### config.mk
export PLATFORM = sky130hd
export DESIGN_NAME = uart_char_tx
export DESIGN_NICKNAME = d
export VERILOG_FILES = /design/src/rtl/uart_char_tx.sv
export SDC_FILE = /design/constraint.sdc
export NUM_CORES = 1
export LEC_CHECK = 0
export CORE_ASPECT_RATIO = 1.5
export CORE_MARGIN = 2
export CORE_UTILIZATION = 50
export DETAILED_ROUTE_END_ITERATION = 8
export PLACE_DENSITY = 0.7
export SLEW_MARGIN = 20
export SYNTH_ARGS = -nofsm -noshare
export SYNTH_HDL_FRONTEND = slang
export SYNTH_SLANG_ARGS = --single-unit
### constraint.sdc
create_clock -name clk_in -period 3.35 [get_ports clk_in]
set_input_delay 0.8375 -clock clk_in [delete_from_list [all_inputs] [get_ports clk_in]]
set_output_delay 0.8375 -clock clk_in [all_outputs]
set_load 0.005 [all_outputs]
### src/rtl/uart_char_tx.sv
// uart_char_tx: 8N1 UART transmitter for the outgoing UCI character stream.
//
// A one-entry staging register accepts the next character while the current
// frame shifts out. The FSM reloads straight from staging at the end of the
// stop bit(s), so consecutive frames leave back-to-back with no idle gap.
//
// Ports:
//   clk_in         system clock
//   rst_n_in       asynchronous active-low reset
//   char_in        character to send, sampled on an accepted transfer
//   char_in_valid  upstream has a character on char_in
//   char_in_ready  staging register empty (registered state only)
//   tx_out         UART serial line, idle high, driven from a flop
//   busy_out       frame on the line or character staged
module uart_char_tx #(
  parameter int unsigned CLKS_PER_BIT = 868,
  parameter int unsigned STOP_BITS    = 1
) (
  input  logic       clk_in,
  input  logic       rst_n_in,
  input  logic [7:0] char_in,
  input  logic       char_in_valid,
  output logic       char_in_ready,
  output logic       tx_out,
  output logic       busy_out
);

  localparam int unsigned BaudW = (CLKS_PER_BIT > 1) ? $clog2(CLKS_PER_BIT) : 1;
  localparam logic [BaudW-1:0] BaudMax = BaudW'(CLKS_PER_BIT - 1);
  // Stop-period counter is one bit wide since at most two stop bits exist.
  localparam logic StopLast = 1'(STOP_BITS - 1);

  typedef enum logic [1:0] {StIdle, StStart, StData, StStop} state_e;

  state_e            state_q, state_d;
  logic [7:0]        stage_data_q, stage_data_d;
  logic              stage_valid_q, stage_valid_d;
  logic [7:0]        shift_q, shift_d;
  logic [BaudW-1:0]  baud_q, baud_d;
  logic [2:0]        bit_idx_q, bit_idx_d;
  logic              stop_cnt_q, stop_cnt_d;
  logic              tx_q, tx_d;
  logic              bit_end;

  assign bit_end       = (baud_q == BaudMax);
  assign char_in_ready = ~stage_valid_q;
  assign busy_out      = (state_q != StIdle) || stage_valid_q;
  assign tx_out        = tx_q;

  always_ff @(posedge clk_in or negedge rst_n_in) begin
    if (!rst_n_in) begin
      state_q       <= StIdle;
      stage_data_q  <= 8'h00;
      stage_valid_q <= 1'b0;
      shift_q       <= 8'h00;
      baud_q        <= '0;
      bit_idx_q     <= 3'd0;
      stop_cnt_q    <= 1'b0;
      tx_q          <= 1'b1;
    end else begin
      state_q       <= state_d;
      stage_data_q  <= stage_data_d;
      stage_valid_q <= stage_valid_d;
      shift_q       <= shift_d;
      baud_q        <= baud_d;
      bit_idx_q     <= bit_idx_d;
      stop_cnt_q    <= stop_cnt_d;
      tx_q          <= tx_d;
    end
  end

  always_comb begin
    state_d       = state_q;
    stage_data_d  = stage_data_q;
    stage_valid_d = stage_valid_q;
    shift_d       = shift_q;
    baud_d        = baud_q;
    bit_idx_d     = bit_idx_q;
    stop_cnt_d    = stop_cnt_q;
    tx_d          = 1'b1;

    // Accept and drain are mutually exclusive: accept needs staging empty,
    // drain needs it full.
    if (char_in_valid && !stage_valid_q) begin
      stage_data_d  = char_in;
      stage_valid_d = 1'b1;
    end

    case (state_q)
      StIdle: begin
        baud_d = '0;
        if (stage_valid_q) begin
          shift_d       = stage_data_q;
          stage_valid_d = 1'b0;
          state_d       = StStart;
        end
      end
      StStart: begin
        if (bit_end) begin
          baud_d    = '0;
          bit_idx_d = 3'd0;
          state_d   = StData;
        end else begin
          baud_d = baud_q + 1'b1;
        end
      end
      StData: begin
        if (bit_end) begin
          baud_d  = '0;
          shift_d = {1'b0, shift_q[7:1]};
          if (bit_idx_q == 3'd7) begin
            stop_cnt_d = 1'b0;
            state_d    = StStop;
          end else begin
            bit_idx_d = bit_idx_q + 3'd1;
          end
        end else begin
          baud_d = baud_q + 1'b1;
        end
      end
      StStop: begin
        if (bit_end) begin
          baud_d = '0;
          if (stop_cnt_q == StopLast) begin
            // Reload directly from staging so the next start bit follows
            // the last stop cycle with no idle cycle in between.
            if (stage_valid_q) begin
              shift_d       = stage_data_q;
              stage_valid_d = 1'b0;
              state_d       = StStart;
            end else begin
              state_d = StIdle;
            end
          end else begin
            stop_cnt_d = stop_cnt_q + 1'b1;
          end
        end else begin
          baud_d = baud_q + 1'b1;
        end
      end
      default: state_d = StIdle;
    endcase

    // Line level is registered from the next state so tx_out stays a flop.
    case (state_d)
      StStart: tx_d = 1'b0;
      StData:  tx_d = shift_d[0];
      default: tx_d = 1'b1;
    endcase
  end

endmodule

==> flow_summary.json <==
{
  "totalNegativeSetupSlack_ps": 0,
  "run_status": "complete, no violations",
  "cts_root_buffer": "sky130_fd_sc_hd__clkbuf_8",
  "floorplan.die.height_um": 77.7,
  "worstPathMaxFanout": 7,
  "grt.met2_usage": 0.365,
  "postCtsSetupRepairBufs": 0,
  "grt_start_max_net_pins": 34,
  "number_of_antenna_violations_at_the_first_check_in_global_routing": 0,
  "share_of_synthesized_cell_area_in_and_or_nand_and_nor_gates": 0.142,
  "synth_top_family_by_area": "compound AO/OA/AOI/OAI gates",
  "power_density_nw_per_um2": 703,
  "global_route.peak_usage_layer": "met2",
  "ctsHtreeMaxLevel": 2,
  "synth-warning-count": 0,
  "synth.area.mux_share": 0.0905,
  "synthesis.nets": 177,
  "cellLeakagePower_nw": 0.908,
  "fp.dieArea_um2": 4130,
  "dpl.hpwl_um": 2540,
  "grt_usage": 0.199,
  "initial_util": 0.525,
  "maxCapViolations": 0,
  "ys_seq_elements": 33,
  "critPathCaptureType": "output pin",
  "ys_dominant_reg_cell": "sky130_fd_sc_hd__dfrtp_1",
  "numCtsBuffers": 5,
  "yosysSeqAreaShare": 0.457,
  "setup_repair_after_global_routing_missed_its_margin": "false",
  "synth-compound-area-share": 0.182,
  "pin_count": 14,
  "grt_use_met1": 0.211,
  "hold_slack_ps": 493,
  "worst_clock_skew_ps": 7.95,
  "min-delay-path-class": "flop to flop",
  "post_synth_arst_share": 1.00,
  "clock_sink_count": 33,
  "groute.layer.met3.usage": 0.0365,
  "synth_enable_flop_cells": 0,
  "nNetsFinal": 189,
  "cp.arrival_ps": 1800,
  "final_period_minus_worst_setup_slack_ps": 2640,
  "filler_cell_count": 295,
  "slew_violations": 0,
  "post_cts_hold_buffer_count": 0,
  "syn-cell-area_um2": 1810,
  "postSynthAreaPerCell_um2": 11.5,
  "place_congestion": 0.774,
  "max_clock_freq_ghz": 0.379,
  "area_delta_synth_final_pct": 12.4,
  "data_required_time_at_the_worst_endpoint_ps": 2510,
  "iteration_0_drc_count_of_the_detailed_router": 53,
  "cts.clk_slew.worst_paths_ps": 70,
  "portBuffers": 13,
  "ir_worst_vdd_mv": 0.556,
  "die_width_um": 53.1,
  "final_min_period_over_clock_period": 0.788,
  "grt_pass1_wl_um": 6040,
  "maxSlewHeadroom": 0.443,
  "setup-violations-final": 0,
  "num_vias": 1300,
  "grt_pass1_vias": 1378,
  "placed_cells": 205,
  "ant_nets": 0,
  "post_drt_via_cell_ratio": 6.10,
  "firstDrtPassIters": 4,
  "antenna_diode_count": 0,
  "core_area_um2": 3450,
  "global_route.overflow_total": 0,
  "final-hold-violation-count": 0,
  "synthXorXnorAreaFrac": 0.0339,
  "critPathLaunchType": "flop",
  "dr_drc_count": 0,
  "drt-total-wl_um": 3700,
  "post_route_cells_drive_above_1_share": 0.158,
  "synth_cell_type_count": 46,
  "standard_cell_rows": 26,
  "synth_adder_area_share": 0.0553,
  "routedWlPerCell_um": 17.4,
  "worst_pin_slew_ps": 835,
  "insertion_delay_ps": 280,
  "post_cts.resized_instances": 0,
  "worst-setup-path-type": "flop to output pin",
  "number_of_non_filler_instances_in_the_completed_layout": 213,
  "synthesis.instances": 158,
  "clock_tree_from_tritoncts": "done",
  "ff2ff_setup_slack_ps": 970,
  "cts_buffer_depth": 2,
  "fin_total_pwr_mw": 1.43
}
==> cells in the final DEF, fill, tap and decap left out, drive strengths merged, types with 2 or more instances in the layout <==
cell / instances
mux2: 9
and3b: 2
nand3: 4
ha: 8
a21oi: 5
a211oi: 2
o21ai: 5
nor2b: 3
inv: 5
dfrtp: 32
clkdlybuf4s50: 13
nor3: 8
nand2: 5
clkbuf: 5
xor2: 3
clkinv: 2
xnor2: 4
a22o: 12
nand4: 2
nor3b: 2
and2: 2
and3: 2
mux2i: 5
a32o: 7
nor2: 9
==> critical path, cell delays in order (launching register included) <==
cell and delay (ps):
sky130_fd_sc_hd__dfrtp_1 510, sky130_fd_sc_hd__inv_1 130, sky130_fd_sc_hd__ha_1 250, sky130_fd_sc_hd__nand2_1 120, sky130_fd_sc_hd__clkdlybuf4s50_1 510
==> synth_stat cells (3+ instances only) <==
library cell | instances | area, um2
sky130_fd_sc_hd__a21oi_1 | 4 | 20.0
sky130_fd_sc_hd__a22o_1 | 12 | 105
sky130_fd_sc_hd__a32o_1 | 7 | 70.1
sky130_fd_sc_hd__clkbuf_1 | 6 | 22.5
sky130_fd_sc_hd__dfrtp_1 | 32 | 801
sky130_fd_sc_hd__ha_1 | 8 | 100
sky130_fd_sc_hd__inv_1 | 4 | 15.0
sky130_fd_sc_hd__mux2_2 | 8 | 90.1
sky130_fd_sc_hd__mux2i_1 | 4 | 40.0
sky130_fd_sc_hd__nand2_1 | 5 | 18.8
sky130_fd_sc_hd__nand3_1 | 4 | 20.0
sky130_fd_sc_hd__nor2_1 | 9 | 33.8
sky130_fd_sc_hd__nor2b_1 | 3 | 18.8
sky130_fd_sc_hd__nor3_1 | 8 | 40.0
sky130_fd_sc_hd__o21ai_0 | 3 | 15.0
sky130_fd_sc_hd__xnor2_1 | 4 | 35.0
sky130_fd_sc_hd__xor2_1 | 3 | 26.3
==> path summary, 6_finish.rpt <==
check	from	to	cells past startpoint
worst min register to register	baud_q[0]	baud_q[0]	1
worst max-delay path	state_q[1]	busy_out	4
min in group asynchronous	rst_n_in	baud_q[8]	2
worst max register to register	baud_q[0]	tx_out	6
max in group asynchronous	rst_n_in	tx_out	2
worst min-delay path	baud_q[0]	baud_q[0]	1
==> through the flow <==
step                      area (um2)  setup slack (ps)  utilization
after floorplan                 1810              1620            -
final                           2030               711        0.590
after global routing            2030               629        0.590
after global placement          1950               977        0.565
after CTS                       2030               704        0.590
after detailed placement        1950               901        0.565
==> per-layer routing <==
layer  vias to the layer above  routed length [um]
met5                         -                   0
met4                         0                  40
met3                         4                  85
met2                        32                2020
met1                       658                1550
li1                        606                   -
==> logic make-up after synthesis <==
logic type / Yosys count
XOR/XNOR: 7
adder cells (fa/ha/maj): 8
AO/OA/AOI/OAI: 39
buffers and inverters: 14
AND/OR/NAND/NOR: 43
multiplexers: 14
flip-flops: 33
==> cell type report <==
| type | instances | area (um2) | share of cell area |
|---|---|---|---|
| multi-input cells | 111 | 912 | 0.448 |
| flip-flops and latches | 33 | 827 | 0.407 |
| repair buffers | 14 | 138 | 0.0677 |
| clock buffers | 5 | 68.8 | 0.0338 |
| well taps | 42 | 52.6 | 0.0258 |
| inverters | 5 | 18.8 | 0.00923 |
| clock inverters | 3 | 17.5 | 0.00861 |
==> sequential cells by signal, indices dropped and copies added, names as in the netlist <==
name,cells
baud_q,10
bit_idx_q,3
shift_q,8
stage_data_q,8
stage_valid_q,1
state_q,2
tx_out,1
==> power by group <==
part,internal (mW),leakage (nW),switching (mW)
combinational,0.262,0.435,0.246
clock,0.143,0.0439,0.147
sequential,0.528,0.430,0.103
total,0.933,0.908,0.496
No activity file was read; power rests on OpenSTA's default activity.
